`src/rtl/regfile_write_arbiter.sv`:
```
// Two-requester round-robin arbiter for the register-file write port.
// It forwards grants with one cycle of latency, counts dropped r0 writes and flags read-after-write hazards.
module regfile_write_arbiter #(
  parameter int DATA_W = 32,
  parameter int ADDR_W = 5
) (
  input  logic              clk,
  input  logic              reset,
  input  logic              stall,
  input  logic              a_valid,
  input  logic [ADDR_W-1:0] a_addr,
  input  logic [DATA_W-1:0] a_data,
  output logic              a_ready,
  input  logic              b_valid,
  input  logic [ADDR_W-1:0] b_addr,
  input  logic [DATA_W-1:0] b_data,
  output logic              b_ready,
  input  logic [ADDR_W-1:0] rd1_addr,
  input  logic [ADDR_W-1:0] rd2_addr,
  output logic              hazard1,
  output logic              hazard2,
  output logic              wr_en,
  output logic [ADDR_W-1:0] wr_addr,
  output logic [DATA_W-1:0] wr_data,
  output logic              last_grant,
  output logic [7:0]        drop_count
);

  logic              wr_en_q, wr_en_d;
  logic [ADDR_W-1:0] wr_addr_q, wr_addr_d;
  logic [DATA_W-1:0] wr_data_q, wr_data_d;
  logic              last_grant_q, last_grant_d;
  logic [7:0]        drop_count_q, drop_count_d;

  logic              grant_a, grant_b, grant_any;
  logic [ADDR_W-1:0] sel_addr;
  logic [DATA_W-1:0] sel_data;
  logic              sel_zero;

  // A tie goes to whichever requester was not granted most recently.
  always_comb begin
    grant_a = 1'b0;
    grant_b = 1'b0;
    if (!reset && !stall) begin
      grant_a = a_valid && (!b_valid || last_grant_q);
      grant_b = b_valid && (!a_valid || !last_grant_q);
    end
  end

  assign grant_any = grant_a || grant_b;
  assign sel_addr  = grant_b ? b_addr : a_addr;
  assign sel_data  = grant_b ? b_data : a_data;
  assign sel_zero  = (sel_addr == '0);

  always_comb begin
    wr_en_d      = grant_any && !sel_zero;
    wr_addr_d    = wr_addr_q;
    wr_data_d    = wr_data_q;
    last_grant_d = last_grant_q;
    drop_count_d = drop_count_q;
    if (grant_any) begin
      last_grant_d = grant_b;
      if (sel_zero) begin
        if (drop_count_q != 8'hFF) drop_count_d = drop_count_q + 8'd1;
      end else begin
        wr_addr_d = sel_addr;
        wr_data_d = sel_data;
      end
    end
  end

  always_ff @(posedge clk) begin
    if (reset) begin
      wr_en_q      <= 1'b0;
      wr_addr_q    <= '0;
      wr_data_q    <= '0;
      last_grant_q <= 1'b1;
      drop_count_q <= 8'd0;
    end else begin
      wr_en_q      <= wr_en_d;
      wr_addr_q    <= wr_addr_d;
      wr_data_q    <= wr_data_d;
      last_grant_q <= last_grant_d;
      drop_count_q <= drop_count_d;
    end
  end

  // r0 is hardwired, so reads of it never carry a hazard.
  assign hazard1 = (rd1_addr != '0) &&
                   ((a_valid && a_addr == rd1_addr) ||
                    (b_valid && b_addr == rd1_addr) ||
                    (wr_en_q && wr_addr_q == rd1_addr));
  assign hazard2 = (rd2_addr != '0) &&
                   ((a_valid && a_addr == rd2_addr) ||
                    (b_valid && b_addr == rd2_addr) ||
                    (wr_en_q && wr_addr_q == rd2_addr));

  assign a_ready    = grant_a;
  assign b_ready    = grant_b;
  assign wr_en      = wr_en_q;
  assign wr_addr    = wr_addr_q;
  assign wr_data    = wr_data_q;
  assign last_grant = last_grant_q;
  assign drop_count = drop_count_q;

endmodule

```
`config.mk`:
```
export PLATFORM = sky130hd
export DESIGN_NAME = regfile_write_arbiter
export DESIGN_NICKNAME = d
export VERILOG_FILES = /design/src/rtl/regfile_write_arbiter.sv
export SDC_FILE = /design/constraint.sdc
export NUM_CORES = 1
export LEC_CHECK = 0
export ABC_AREA = 1
export BUFFER_PORTS_ARGS = -buffer_cell sky130_fd_sc_hd__buf_4
export CAP_MARGIN = 10
export CORE_UTILIZATION = 52
export DETAILED_ROUTE_END_ITERATION = 8
export PLACE_DENSITY = 0.9
export SLEW_MARGIN = 10
export SYNTH_ARGS = -nofsm -noshare
export SYNTH_HDL_FRONTEND = slang
export SYNTH_SLANG_ARGS = --single-unit
export TNS_END_PERCENT = 100
```
`constraint.sdc`:
```
create_clock -name clk -period 4.3 [get_ports clk]
set_clock_uncertainty 0.05 [all_clocks]
set_input_delay 0.645 -clock clk [delete_from_list [all_inputs] [get_ports clk]]
set_output_delay 0.645 -clock clk [all_outputs]
set_load 0.02 [all_outputs]
```
# Word-level counts from Yosys, hierarchy flattened
# Index checks and enable logic that the tools add are counted.
dict set report op_classes {
  magnitude_cmp 0
  shift 0
  div_mod_pow 0
  eq_ne 7
  n_reduce_logical 30
  mul 0
  bitwise 1
  n_addsub 1
  mux 4
}
# cell n
set op_table {}
lappend op_table {{two-way mux 32 bit} 1}
lappend op_table {{== test 5 bit} 6}
lappend op_table {{logical AND 1 bit} 12}
lappend op_table {{nonzero test 5 bit} 2}
lappend op_table {{adder 8 x 1 -> 8 bit (second input constant)} 1}
lappend op_table {{inequality test 8 bit (second input constant)} 1}
lappend op_table {{logical OR 1 bit} 7}
lappend op_table {{logical NOT 1 bit} 6}
lappend op_table {{logical NOT 5 bit} 1}
lappend op_table {{two-way mux 5 bit} 1}
lappend op_table {{AND reduction 3 bit} 1}
lappend op_table {{two-way mux 1 bit} 2}
lappend op_table {{AND reduction 2 bit} 1}
lappend op_table {{inverter 1 bit} 1}
dict set report word_totals {
  n_memories 0
  wordCells 48
  reg_bits 47
  latchBits 0
  mem_bits_rw 0
  mem_bits_ro 0
  out_inout_bits 51
  in_bits 89
}

# Depth between registers and ports, before layout
dict set report depth {
  ltp_word 8
  ltp_mapped 12
  depth_no_buf 11
}

# Worst setup path before layout
# OpenSTA, ideal clock, no wires.
dict set report synth_path {
  kind {input port to output port}
  start {input b_valid}
  end {output b_ready}
  stages 5
  arrival_time_ns 1.417
  path_buffers 3
  required_ns 3.605
  slack_ns 2.188
  path_cell_list {clkbuf_2 -> nand3_4 -> buf_4 -> inv_2 -> buf_2}
}
dict set report synth_between {
  elab_chain_len 2
}
# element line
set synth_rtl {}
lappend synth_rtl {{from (decl)} 14} ;# input logic b_valid,
lappend synth_rtl {{logical AND 1 bit} 46} ;# grant_b = b_valid && (!a_valid || !last_grant_q);
lappend synth_rtl {{two-way mux 1 bit} 44} ;# if (!reset && !stall) begin
lappend synth_rtl {{to (decl)} 17} ;# output logic b_ready,
# No other way between the ends.

# Final worst setup path
dict set report layout_path {
  start {input stall}
  end {output b_ready}
}
dict set report layout_between {
  elab_chain_len 3
}
# element line
set layout_rtl {}
lappend layout_rtl {{from (decl)} 9} ;# input logic stall,
lappend layout_rtl {{logical NOT 1 bit} 44}
lappend layout_rtl {{logical AND 1 bit} 44}
lappend layout_rtl {{two-way mux 1 bit} 44}
# No other way between the ends.

==> flow_summary.yaml <==
cts:
  cts_sinks: 47
  cts_resized: 0
  cts_buffers: 5
  cts_buffer_depth: 2
  cts_tree: "yes"
  hold_buffers: 0
  worstSkewPairLatency_ns: 0.30
  cts_setup_buffers: 0
  clk_pin_slew_ns: 0.08
  htreeDepth: 2
  cts_root_buf: "clkbuf_8"
placed_design:
  pre_cts_slack_ns: 1.201
  port_buffers: 139
  dpl_cell_area_um2: 4282
  finalWeightedCongestion: 0.8923
  dp_hpwl_um: 6894
detailed_routing:
  wl_per_cell_um: 12.81
  dr.pass1.iters: 5
  drc: 0
  dr_total_vias: 3693
  via_per_inst: 5.209
  finalWirelength_um: 9079
  ant_nets: 0
  drt-initial-drc-count: 179
pwr:
  peakVddDrop_uv: 167.3
  p_leak_uw: 0.002312
  finalPower_uw: 1110
  power_density_nw_per_um2: 253.5
worst_hold_path:
  min_path_type: "register to register"
logic_synthesis:
  synth.distinct_cells: 35
  synth_cells: 507
  synth_seq_area_share_pct: 28.75
  synth_top_area_cell: "dfxtp_1"
  synth_top_area_share_pct: 28.75
  synth_warnings: 0
  synthTopCellsByCount: "nand2_1 (179), nor2_1 (61), dfxtp_1 (47)"
  ys_ff_latch: 47
  synth_area_um2: 3273
  yosys-top-cells-area: "dfxtp_1 (29%), nand2_1 (21%), nand3b_1 (7.3%)"
  synth_fp_nets: 597
  yosys.cell_count.top_type: "nand2_1"
  avgSynthCellArea_um2: 6.456
  synth_edf_count: 0
  synth-main-ff-cell: "dfxtp_1"
  async_flop_share_pct: 0
final_layout:
  final_nets: 723
  fin_area_um2: 4378
  area_growth_pct: 33.75
  insertedDiodeCount: 0
  layout-drive-gt1-share_pct: 30.76
timing:
  clock.fmax_mhz: 348.4
  finalSetupTns_ns: 0
  slew_headroom_pct: 50.40
  tightest_slew_ns: 0.7429
  finalCritPeriodShare_pct: 66.75
  maxSlewViolCount: 0
  whs_ns: 0.4255
  hold_viol_final: 0
  period_minus_slack_ns: 2.870
  rsz0062_at_grt: "false"
  layout_setup_ws_ns: 1.430
  finalSetupViolCount: 0
floorplan:
  io_pins: 140
  coreArea_um2: 5991
  die-area_um2: 6615
  die_h_um: 81.34
  num_rows: 28
  die_w_um: 81.34
  start_util_pct: 54.64
critical_path:
  cp-startpoint: "stall"
  rr_endpoint: "wr_data[31]"
  worst_r2r_path_depth: 10
  cp.required_ns: 3.61
  ff2ff_setup_slack_ns: 1.74
  startpoint_type: "input port"
  cp-end-kind: "output port"
  critPathKind: "input port to output port"
  path_max_fanout: 44
  endpoint: "b_ready"
  rr_startpoint: "last_grant"
  critPathArrivalTime_ns: 2.18
global_routing:
  grt_max_degree: 46
  gr-usage-all-layers_pct: 28.53
  grt_pass1_wl_um: 14910
  first_global_vias: 3639
  antenna_found_initial: 0
  overflow: 0
run_status:
  status: "completed"
flow_run:
  maxCapViolCount: 0
-- worst min path at each step --
stage               cells past startpoint           to   startpoint
floorplan                               2  wr_data[27]  wr_data[27]
global placement                        2  wr_data[18]  wr_data[18]
detailed placement                      2  wr_data[29]  wr_data[29]
CTS                                     2  wr_data[29]  wr_data[29]
global route                            2  wr_data[23]  wr_data[23]
finish                                  2  wr_data[29]  wr_data[29]
-- cell type report --
type / count / area, um^2
clock buffers: 6 / 82.58
flip-flops and latches: 47 / 940.9
clock inverters: 2 / 13.76
multi-input cells: 390 / 2001
repair buffers: 143 / 1074
well taps: 75 / 93.84
fillers: 493 / 1613
inverters: 46 / 172.7
-- state kept, by name, summed over array words and instances (netlist names) --
signal,flops
wr_en,1
last_grant,1
wr_addr,5
wr_data,32
drop_count,8
-- metrics by stage --
step                      utilization, %  cells
after global routing               73.08    709
final                              73.08    709
after CTS                          73.08    709
after detailed placement           71.47    701
after floorplan                        -    507
after global placement             71.47    701
-- placed cells by master (no fill, tap or decap), drive strengths merged --
cell / netlist / layout
inv: 46 / 47
ha: 1 / 1
or2: 1 / 1
dfxtp: 47 / 47
nand2: 183 / 183
nand3b: 32 / 32
clkinv: 0 / 1
xor2: 10 / 10
o21ai: 3 / 3
nand3: 19 / 19
nor3: 6 / 6
xnor2: 2 / 2
clkbuf: 6 / 6
buf: 18 / 143
a21oi: 10 / 10
a221oi: 2 / 2
o211ai: 1 / 1
nor2: 92 / 92
nor3b: 1 / 1
nand4: 16 / 16
o22ai: 11 / 11
-- metal layers --
| layer | track usage [%] | share of wire, % |
|---|---|---|
| met1 | 29.97 | 39 |
| met2 | 53.75 | 51 |
| met4 | 12.68 | 2.3 |
| met3 | 5.955 | 7.5 |
| met5 | 0 | 0 |
-- logic make-up after synthesis --
logic type / share of synthesized area, %
compound gates: 5.428
fa+ha+maj: 0.3822
simple gates: 52.10
xor+xnor: 3.211
buf+inv: 10.13
flops: 28.75
-- power by group --
| group | leakage, uW | internal, uW | switching (uW) | total (uW) |
|---|---|---|---|---|
| logic | 0.00188 | 158 | 179 | 337 |
| registers | 0.000385 | 463 | 25.4 | 488 |
| clock network | 0.0000516 | 132 | 153 | 285 |
| total | 0.00231 | 752 | 358 | 1110 |
-- worst max-delay path, stage by stage --
cell and delay (ns):
buf_4 0.12, nor2_4 0.18, nand3_4 0.40, inv_2 0.57, buf_4 0.24
No activity file was read; power rests on OpenSTA's default activity.
